===== src/rtl/bus_pkg.sv =====
// ============================================================================
// Module : bus_pkg
// Shared widths, arbiter state encoding and timeout read-data pattern.
// Rev    : 1.0
// ============================================================================
`default_nettype none

package bus_pkg;

  localparam int BUS_ADDR_W = 32;
  localparam int BUS_DATA_W = 32;
  localparam int BUS_MASK_W = 4;

  localparam logic [BUS_DATA_W-1:0] BUS_TIMEOUT_DATA = 32'hDEADBEEF;

  typedef enum logic [1:0] {
    ARB_IDLE = 2'd0,
    ARB_OWN0 = 2'd1,
    ARB_OWN1 = 2'd2
  } arb_state_t;

  function automatic logic [1:0] onehot2(input logic idx);
    return idx ? 2'b10 : 2'b01;
  endfunction

endpackage

`default_nettype wire


===== src/rtl/bus_arbiter_2_if.sv =====
// ============================================================================
// Module : bus_arbiter_2_if
// Host-side and device-side bus bundle; slave = arbiter view, master = environment.
// Rev    : 1.0
// ============================================================================
`default_nettype none

interface bus_arbiter_2_if;
  import bus_pkg::*;

  logic [2*BUS_ADDR_W-1:0] host_address;
  logic [2*BUS_DATA_W-1:0] host_data_write;
  logic [2*BUS_MASK_W-1:0] host_write_mask;
  logic [1:0]              host_ren;
  logic [1:0]              host_wen;
  logic [BUS_DATA_W-1:0]   host_data_read;
  logic [1:0]              host_ready;
  logic [BUS_ADDR_W-1:0]   device_address;
  logic [BUS_DATA_W-1:0]   device_data_write;
  logic [BUS_MASK_W-1:0]   device_write_mask;
  logic                    device_ren;
  logic                    device_wen;
  logic [BUS_DATA_W-1:0]   device_data_read;
  logic                    device_ready;
  logic [1:0]              grant;
  logic                    timeout_flag;

  modport slave (
    input  host_address, host_data_write, host_write_mask, host_ren, host_wen,
    input  device_data_read, device_ready,
    output host_data_read, host_ready,
    output device_address, device_data_write, device_write_mask, device_ren, device_wen,
    output grant, timeout_flag
  );

  modport master (
    output host_address, host_data_write, host_write_mask, host_ren, host_wen,
    output device_data_read, device_ready,
    input  host_data_read, host_ready,
    input  device_address, device_data_write, device_write_mask, device_ren, device_wen,
    input  grant, timeout_flag
  );

endinterface

`default_nettype wire


===== src/rtl/bus_arbiter_2_rr_pick_2.sv =====
// ============================================================================
// Module : rr_pick_2
// Two-way round-robin pick: a lone requester wins, a tie goes to the one not last served.
// Rev    : 1.0
// ============================================================================
`default_nettype none

module rr_pick_2 (
  input  logic [1:0] req,
  input  logic       last_served,
  output logic       winner,
  output logic       valid
);

  assign valid  = |req;
  assign winner = (&req) ? ~last_served : req[1];

endmodule

`default_nettype wire


===== src/rtl/bus_arbiter_2.sv =====
// ============================================================================
// Module : bus_arbiter_2
// Two-host round-robin arbiter with grant lock; optional watchdog via BUS_ARBITER_TIMEOUT_EN.
// Rev    : 1.0
// ============================================================================
`default_nettype none

module bus_arbiter_2
  import bus_pkg::*;
#(
  parameter int TIMEOUT_CYCLES = 255
) (
  input  logic            clk,
  input  logic            rst,
  bus_arbiter_2_if.slave  bus
);

  arb_state_t r_state;
  logic [1:0] r_grant;
  logic       r_last_served;

  logic [1:0] w_req;
  logic       w_own;
  logic       w_idx;
  logic       w_other;
  logic       w_win;
  logic       w_win_valid;
  logic       w_timeout;
  logic       w_timeout_flag;
  logic       w_done;

  logic [BUS_ADDR_W-1:0] w_dev_addr;
  logic [BUS_DATA_W-1:0] w_dev_wdata;
  logic [BUS_MASK_W-1:0] w_dev_mask;
  logic                  w_dev_ren;
  logic                  w_dev_wen;
  logic [1:0]            w_host_ready;
  logic [BUS_DATA_W-1:0] w_host_rdata;

  assign w_req   = bus.host_ren | bus.host_wen;
  assign w_own   = (r_state != ARB_IDLE);
  assign w_idx   = (r_state == ARB_OWN1);
  assign w_other = ~w_idx;
  assign w_done  = w_own & (bus.device_ready | w_timeout);

  rr_pick_2 u_pick (
    .req         (w_req),
    .last_served (r_last_served),
    .winner      (w_win),
    .valid       (w_win_valid)
  );

  always_ff @(posedge clk or posedge rst) begin
    if (rst) begin
      r_state       <= ARB_IDLE;
      r_grant       <= 2'b00;
      r_last_served <= 1'b1;
    end else begin
      case (r_state)
        ARB_IDLE: begin
          if (w_win_valid) begin
            r_state <= w_win ? ARB_OWN1 : ARB_OWN0;
            r_grant <= onehot2(w_win);
          end
        end
        ARB_OWN0, ARB_OWN1: begin
          // The owner's request is still up in its completion cycle, so only the other host is looked at.
          if (w_done) begin
            r_last_served <= w_idx;
            if (w_req[w_other]) begin
              r_state <= w_other ? ARB_OWN1 : ARB_OWN0;
              r_grant <= onehot2(w_other);
            end else begin
              r_state <= ARB_IDLE;
              r_grant <= 2'b00;
            end
          end else if (!w_req[w_idx]) begin
            r_state <= ARB_IDLE;
            r_grant <= 2'b00;
          end
        end
        default: begin
          r_state <= ARB_IDLE;
          r_grant <= 2'b00;
        end
      endcase
    end
  end

`ifdef BUS_ARBITER_TIMEOUT_EN
  localparam int c_CNT_W = $clog2(TIMEOUT_CYCLES + 1);

  logic [c_CNT_W-1:0] r_to_cnt;
  logic               r_timeout_flag;

  assign w_timeout      = w_own && (r_to_cnt == c_CNT_W'(TIMEOUT_CYCLES));
  assign w_timeout_flag = r_timeout_flag;

  always_ff @(posedge clk or posedge rst) begin
    if (rst) begin
      r_to_cnt       <= '0;
      r_timeout_flag <= 1'b0;
    end else begin
      if (w_own && !w_done && w_req[w_idx]) begin
        r_to_cnt <= r_to_cnt + c_CNT_W'(1);
      end else begin
        r_to_cnt <= '0;
      end
      if (w_timeout) begin
        r_timeout_flag <= 1'b1;
      end
    end
  end
`else
  logic [31:0] w_unused_timeout;
  assign w_unused_timeout = 32'(TIMEOUT_CYCLES);
  assign w_timeout        = 1'b0;
  assign w_timeout_flag   = 1'b0;
`endif

  always_comb begin
    w_dev_addr   = bus.host_address[BUS_ADDR_W-1:0];
    w_dev_wdata  = bus.host_data_write[BUS_DATA_W-1:0];
    w_dev_mask   = bus.host_write_mask[BUS_MASK_W-1:0];
    w_dev_ren    = 1'b0;
    w_dev_wen    = 1'b0;
    w_host_ready = 2'b00;
    w_host_rdata = '0;
    if (w_own) begin
      w_dev_addr   = w_idx ? bus.host_address[2*BUS_ADDR_W-1:BUS_ADDR_W]
                           : bus.host_address[BUS_ADDR_W-1:0];
      w_dev_wdata  = w_idx ? bus.host_data_write[2*BUS_DATA_W-1:BUS_DATA_W]
                           : bus.host_data_write[BUS_DATA_W-1:0];
      w_dev_mask   = w_idx ? bus.host_write_mask[2*BUS_MASK_W-1:BUS_MASK_W]
                           : bus.host_write_mask[BUS_MASK_W-1:0];
      w_dev_ren    = bus.host_ren[w_idx] & ~w_timeout;
      w_dev_wen    = bus.host_wen[w_idx] & ~w_timeout;
      w_host_ready[w_idx] = bus.device_ready | w_timeout;
      w_host_rdata = w_timeout ? BUS_TIMEOUT_DATA : bus.device_data_read;
    end
    // Everything reads zero while reset is held, including the idle host-0 passthrough.
    if (rst) begin
      w_dev_addr   = '0;
      w_dev_wdata  = '0;
      w_dev_mask   = '0;
      w_dev_ren    = 1'b0;
      w_dev_wen    = 1'b0;
      w_host_ready = 2'b00;
      w_host_rdata = '0;
    end
  end

  assign bus.device_address    = w_dev_addr;
  assign bus.device_data_write = w_dev_wdata;
  assign bus.device_write_mask = w_dev_mask;
  assign bus.device_ren        = w_dev_ren;
  assign bus.device_wen        = w_dev_wen;
  assign bus.host_ready        = w_host_ready;
  assign bus.host_data_read    = w_host_rdata;
  assign bus.grant             = rst ? 2'b00 : r_grant;
  assign bus.timeout_flag      = rst ? 1'b0 : w_timeout_flag;

endmodule

`default_nettype wire


===== src/flat_wrapper.sv =====
// flat-port wrapper written by rule: the top's interface ports become plain ports
module bus_arbiter_2_flat import bus_pkg::*;
#(
  parameter int TIMEOUT_CYCLES = 255
)
  (clk, rst, bus_host_address, bus_host_data_write, bus_host_write_mask, bus_host_ren, bus_host_wen, bus_device_data_read, bus_device_ready, bus_host_data_read, bus_host_ready, bus_device_address, bus_device_data_write, bus_device_write_mask, bus_device_ren, bus_device_wen, bus_grant, bus_timeout_flag);
  bus_arbiter_2_if bus_i ();
  input  logic clk;
  input  logic rst;
  input wire logic [$bits(bus_i.host_address)-1:0] bus_host_address;
  input wire logic [$bits(bus_i.host_data_write)-1:0] bus_host_data_write;
  input wire logic [$bits(bus_i.host_write_mask)-1:0] bus_host_write_mask;
  input wire logic [$bits(bus_i.host_ren)-1:0] bus_host_ren;
  input wire logic [$bits(bus_i.host_wen)-1:0] bus_host_wen;
  input wire logic [$bits(bus_i.device_data_read)-1:0] bus_device_data_read;
  input wire logic [$bits(bus_i.device_ready)-1:0] bus_device_ready;
  output wire logic [$bits(bus_i.host_data_read)-1:0] bus_host_data_read;
  output wire logic [$bits(bus_i.host_ready)-1:0] bus_host_ready;
  output wire logic [$bits(bus_i.device_address)-1:0] bus_device_address;
  output wire logic [$bits(bus_i.device_data_write)-1:0] bus_device_data_write;
  output wire logic [$bits(bus_i.device_write_mask)-1:0] bus_device_write_mask;
  output wire logic [$bits(bus_i.device_ren)-1:0] bus_device_ren;
  output wire logic [$bits(bus_i.device_wen)-1:0] bus_device_wen;
  output wire logic [$bits(bus_i.grant)-1:0] bus_grant;
  output wire logic [$bits(bus_i.timeout_flag)-1:0] bus_timeout_flag;
  assign bus_i.host_address = bus_host_address;
  assign bus_i.host_data_write = bus_host_data_write;
  assign bus_i.host_write_mask = bus_host_write_mask;
  assign bus_i.host_ren = bus_host_ren;
  assign bus_i.host_wen = bus_host_wen;
  assign bus_i.device_data_read = bus_device_data_read;
  assign bus_i.device_ready = bus_device_ready;
  assign bus_host_data_read = bus_i.host_data_read;
  assign bus_host_ready = bus_i.host_ready;
  assign bus_device_address = bus_i.device_address;
  assign bus_device_data_write = bus_i.device_data_write;
  assign bus_device_write_mask = bus_i.device_write_mask;
  assign bus_device_ren = bus_i.device_ren;
  assign bus_device_wen = bus_i.device_wen;
  assign bus_grant = bus_i.grant;
  assign bus_timeout_flag = bus_i.timeout_flag;
  bus_arbiter_2 #(.TIMEOUT_CYCLES(TIMEOUT_CYCLES)) u_core (.clk(clk), .rst(rst), .bus(bus_i));
endmodule

===== config.mk =====
export PLATFORM = sky130hd
export DESIGN_NAME = bus_arbiter_2_flat
export DESIGN_NICKNAME = d
export VERILOG_FILES = /design/src/rtl/bus_pkg.sv /design/src/rtl/bus_arbiter_2_if.sv /design/src/rtl/bus_arbiter_2_rr_pick_2.sv /design/src/rtl/bus_arbiter_2.sv /design/src/flat_wrapper.sv
export SDC_FILE = /design/constraint.sdc
export NUM_CORES = 1
export LEC_CHECK = 0
export CAP_MARGIN = 10
export CORE_AREA = 2 2 109 111
export CTS_CLUSTER_DIAMETER = 120
export DETAILED_ROUTE_END_ITERATION = 6
export DIE_AREA = 0 0 111 113
export PLACE_DENSITY = 0.61
export RECOVER_POWER = 100
export SLEW_MARGIN = 10
export SYNTH_ARGS = -nofsm -noshare
export SYNTH_HDL_FRONTEND = slang
export SYNTH_SLANG_ARGS = --single-unit

===== constraint.sdc =====
create_clock -name clk -period 2.55 [get_ports clk]
set_clock_uncertainty 0.15 [all_clocks]
set_input_delay 0.51 -clock clk [delete_from_list [all_inputs] [get_ports clk]]
set_output_delay 0.51 -clock clk [all_outputs]
set_load 0.01 [all_outputs]

== After elaboration in Yosys (flattened, before gate mapping) ==
Index checks and enable logic that the tools add are counted.

* Word-level logic and storage cells: 58
* Output and inout port bits: 107
* Bits in registers: 3

* Muxes and demuxes: 36
* Equal/unequal tests: 4
* Bitwise operators: 5
* Reduce and logical (&&, ||, !) cells: 8
* $lt $le $gt $ge: 3

{| class="wikitable"
|+ Operators by type and width
! operator !! count
|-
| $mux W32 || 8
|-
| $mux W2 || 9
|-
| $mux W1 || 14
|-
| $mux W4 || 3
|-
| $reduce_and A2 Y1 || 3
|-
| $lt A1 B2 Y1 const B || 2
|-
| $pmux W2 S2 || 1
|-
| $reduce_or A2 Y1 || 2
|-
| $ne A3 B2 Y1 const B || 1
|-
| $and A2 B2 Y2 || 1
|-
| $eq A2 B1 Y1 const B || 1
|-
| $eq A2 B2 Y1 const B || 1
|-
| $logic_not A2 Y1 || 1
|-
| $ne A2 B2 Y1 const B || 1
|-
| $not A1 Y1 || 2
|-
| $or A2 B2 Y2 || 1
|-
| $reduce_bool A2 Y1 || 1
|-
| $and A1 B1 Y1 || 1
|-
| $demux W1 S1 || 1
|-
| $ge A1 B1 Y1 const B || 1
|-
| $logic_and A1 B1 Y1 || 1
|}

== Logic depth before layout (Yosys ltp) ==
* Depth after elaboration: 8
* Depth in mapped cells: 8
* Gate-level depth less buffers: 6

== Hierarchy ==
From an unflattened synthesis, not the netlist that was laid out.

* Cell total of the unflattened synthesis: 311
* Area total of the unflattened synthesis: 1684.1 µm²

{| class="wikitable"
|+ By module, submodules not included
! module !! times used !! area each (µm²) !! sequential area each (µm²) !! cells an instance
|-
| bus_arbiter_2 || 1 || 1670.4 || 76.3 || 309
|-
| rr_pick_2 || 1 || 13.8 || 0.0 || 2
|}

== Worst setup path before layout ==
Ideal clock, no wire load.

* Path kind: register to output
* Start: register u_core.r_state[0]
* End: output port bus_device_address[0]
* Arrival: 1.450 ns
* Buffers on the path: 3
* Cell stages (with the launch flop): 9
* Data required time: 1.890 ns
* Slack: 0.440 ns
* Cell sequence: dfrtp_1 inv_1 ha_1 buf_2 or2b_1 buf_2 buf_2 nand2_1 a21oi_1

* Longest elaborated chain between the ends: 4

{| class="wikitable"
|+ Ends and longest elaborated chain
! what !! RTL line !! source
|-
| start, declared || bus_arbiter_2.sv:18 || <nowiki>arb_state_t r_state;</nowiki>
|-
| start signal, assigned || bus_arbiter_2.sv:62 || <nowiki>r_state <= w_win ? ARB_OWN1 : ARB_OWN0;</nowiki>
|-
| start signal, assigned || bus_arbiter_2.sv:71 || <nowiki>r_state <= w_other ? ARB_OWN1 : ARB_OWN0;</nowiki>
|-
| $eq A2 B2 Y1 || bus_arbiter_2.sv:42 || <nowiki>assign w_idx = (r_state == ARB_OWN1);</nowiki>
|-
| $mux W32 || bus_arbiter_2.sv:130 || <nowiki>w_dev_addr = w_idx ? bus.host_address[2*BUS_ADDR_W-1:BUS_ADDR_W]</nowiki>
|-
| $mux W32 * || bus_arbiter_2.sv:129 || <nowiki>if (w_own) begin</nowiki>
|-
| $mux W32 * || bus_arbiter_2.sv:142 || <nowiki>if (rst) begin</nowiki>
|-
| end, declared || flat_wrapper.sv:19 || <nowiki>output wire logic [$bits(bus_i.device_address)-1:0] bus_device_address;</nowiki>
|}

Mark *: on every way between the ends. The rest lies on a longest branch, timed or not.

== Final worst setup path ==
* Start: register u_core.r_state[0]
* End: output port bus_device_data_write[9]

* Longest elaborated chain between the ends: 4

{| class="wikitable"
|+ Ends and longest elaborated chain
! what !! RTL line !! source
|-
| $eq A2 B2 Y1 || bus_arbiter_2.sv:42 ||
|-
| net u_core.w_idx || bus_arbiter_2.sv:24 || <nowiki>logic w_idx;</nowiki>
|-
| $mux W32 || bus_arbiter_2.sv:132 || <nowiki>w_dev_wdata = w_idx ? bus.host_data_write[2*BUS_DATA_W-1:BUS_DATA_W]</nowiki>
|-
| $mux W32 || bus_arbiter_2.sv:129 ||
|-
| $mux W32 || bus_arbiter_2.sv:142 ||
|-
| end, declared || flat_wrapper.sv:20 || <nowiki>output wire logic [$bits(bus_i.device_data_write)-1:0] bus_device_data_write;</nowiki>
|}

The timed path passes the listed nets, and every way through them passes these cells.

==> results.ini <==
[status]
status = complete, no violations

[grt]
met1_usage = 0.164
globalRoute.busiestLayer = met2
grt_pass1_wl_um = 15800
grt_pass1_vias = 3212
met2_usage = 0.296
grt_antenna_before_repair = 0
grt_max_degree = 45
use_met3 = 0.0343
grt-ovfl-total = 0
grtUsageTotal = 0.153

[timing]
setup_violations = 0
slew_viol_final = 0
max_freq_mhz = 400
min_period_ps = 2500
rsz0062_at_grt = true
hold_viol = 0
worst_slack_ps = 46.9
post-route-period-util = 0.982

[cts]
cts_hold_buf = 0
clk_pin_slew_ps = 30
cts_tree = yes
cts_max_level = 1
clock-sinks = 3
cts-buffers-inserted = 3
root_buffer = clkbuf_16
clock_latency_ps = 230
clock_path_buffers = 2

[placed_design]
place_ws_ps = -213
dpl-instance-area_mm2 = 0.00462
hpwl_um = 8100
gp_congestion = 0.818
portBuffers = 280

[final_layout]
fin_area_mm2 = 0.00461
areaGrowthSynthToFinish_pct = 196
fin_util = 0.409
nets = 773
num_antenna_cells = 0
layout-drive-gt1-share = 0.167

[worst_setup_path]
rr_startpoint = u_core.r_state[1]
critPathLaunchType = register
cp.required_ps = 1890
end_kind = output port
crit_type = reg -> out
r2r_slack_ps = 670
crit_chain = inv_4 -> ha_4 -> or2b_4 -> buf_12 -> nand2_1 -> a21oi_1 -> dlygate4sd2_1
cp_slowest_cell = dfrtp_1
cp_num_buf_inv = 3
cp_max_fo = 24
startpoint = u_core.r_state[0]
cpLargestDelayFamily = buffers and inverters
cp_slowest_stage_delay_ps = 410
critical_path_arrival_ps = 1840

[hold_path]
hold_class = in -> async

[die]
start_util = 0.138
pin_count = 282
die_y_um = 113
fp.dieW_um = 111
core.rowCount = 39
core-area_mm2 = 0.0113
die_area_mm2 = 0.0125

[route]
final_antenna_net_count = 0
post_drt_via_cell_ratio = 4.29
first_pass_iters = 5
route.detailed.drc = 0
vias = 3161
finalWirelength_um = 10500
drtIter0Drc = 126
routedWlPerCell_um = 14.3

[synthesis]
ys.warnings.count = 0
postSynthAreaPerCell_um2 = 5.16
mappedNetlistNets = 481
ys_ff_latch = 3
synth_top_area_frac = 0.292
yosysSeqAreaShare = 0.0490
syn_inst = 302
synth_area_mm2 = 0.00156
ys_types = 27
synth_top_area_cell = nand2_1
ys_top_cells_by_area = nand2_1 (29%), a21oi_1 (20%), and2_1 (13%), mux2i_1 (7.7%), buf_2 (5.1%)

[power]
power.density_mw_per_mm2 = 597
ir_drop_uv = 502
leakage_nw = 2.20
finalPower_mw = 2.76

[run]
maxCapViolations = 0

-- stage by stage --
stage | cells | setup TNS, ps | hold slack (ps)
after floorplan | 302 | 0 | 412
after CTS | 732 | -12.8 | 118
final | 736 | 0 | 116
after global routing | 736 | -27.7 | 129
after global placement | 718 | -1010 | 354
after detailed placement | 718 | -5820 | 340
-- flip-flops by register name (all words and copies together) (netlist names) --
name	cells
u_core.r_last_served	1
u_core.r_state	2
-- cell usage in the layout (no fill, tap or decap), drive strengths merged, types with 2 or more instances in the layout --
master,count
a21oi,61
a2bb2oi,2
and2,32
and3,2
buf,48
clkbuf,41
clkdlybuf4s15,11
clkdlybuf4s50,172
dfrtp,2
dlygate4sd2,44
dlygate4sd3,3
ha,4
inv,3
mux2i,12
nand2,121
nor2,15
nor2b,3
nor3,2
o21ai,4
-- power breakdown --
| group | internal, mW | switching [mW] | leakage [nW] |
|---|---|---|---|
| clock network | 0.207 | 0.0474 | 0.0382 |
| logic | 1.28 | 1.13 | 2.13 |
| registers | 0.0731 | 0.0209 | 0.0360 |
-- cells by family (layout without fill, tap and decap cells) --
group	after synthesis	in the layout	synth area share
compound gates	68	68	0.224
fa+ha+maj	4	4	0.0321
buf+inv	32	323	0.0972
flops	3	3	0.0490
mux	13	13	0.0843
other cells	1	1	0.00241
simple gates	181	181	0.511
-- Yosys cell counts --
cell       instances
clkbuf_1          11
a21oi_1           61
dfstp_2            1
or2b_1             1
nor3b_1            1
nor2_1            15
o21ai_0            4
nor3_1             2
and3_1             2
dfrtp_1            2
inv_1              3
nand3b_1           1
mux2_2             1
and2_1            32
nand2_1          121
buf_6              1
nand2b_1           1
mux2i_1           12
conb_1             1
buf_4              1
a2bb2oi_1          2
a31oi_1            1
nor2b_1            3
nor4b_1            1
buf_2             16
ha_1               4
or3_1              1
-- final cells by class --
| cell class | count | area, um^2 |
|---|---|---|
| Clock buffer | 4 | 78.8 |
| Fill cell | 1215 | 6660 |
| Inverter | 3 | 13.8 |
| Multi-Input combinational cell | 267 | 1390 |
| Sequential cell | 3 | 76.3 |
| Tap cell | 143 | 179 |
| Timing Repair Buffer | 316 | 2870 |
-- what timing repair did --
item                                    in CTS  in global routing
hold endpoints to repair                     0                  0
gates resized for setup                    171                 73
endpoints found under the setup margin     104                 70
pin swaps                                    1                  1
gates cloned                                 3                  0
setup buffers                                7                  5
-- path summary, 6_finish.rpt --
kind,depth (start not counted),endpoint
min,2,u_core.r_state[0]
max in group asynchronous,2,u_core.r_last_served
max reg2reg,7,u_core.r_state[1]
min reg2reg,1,u_core.r_last_served
max,7,bus_device_data_write[9]
min in group clk,1,u_core.r_last_served
-- per-layer routing --
layer | part of all wire | vias up | wire length, um
li1 | - | 1551 | -
met1 | 0.39 | 1395 | 4070
met2 | 0.51 | 205 | 5310
met3 | 0.088 | 10 | 925
met4 | 0.018 | 0 | 189
met5 | 0 | - | 0
No activity file was read; power rests on OpenSTA's default activity.
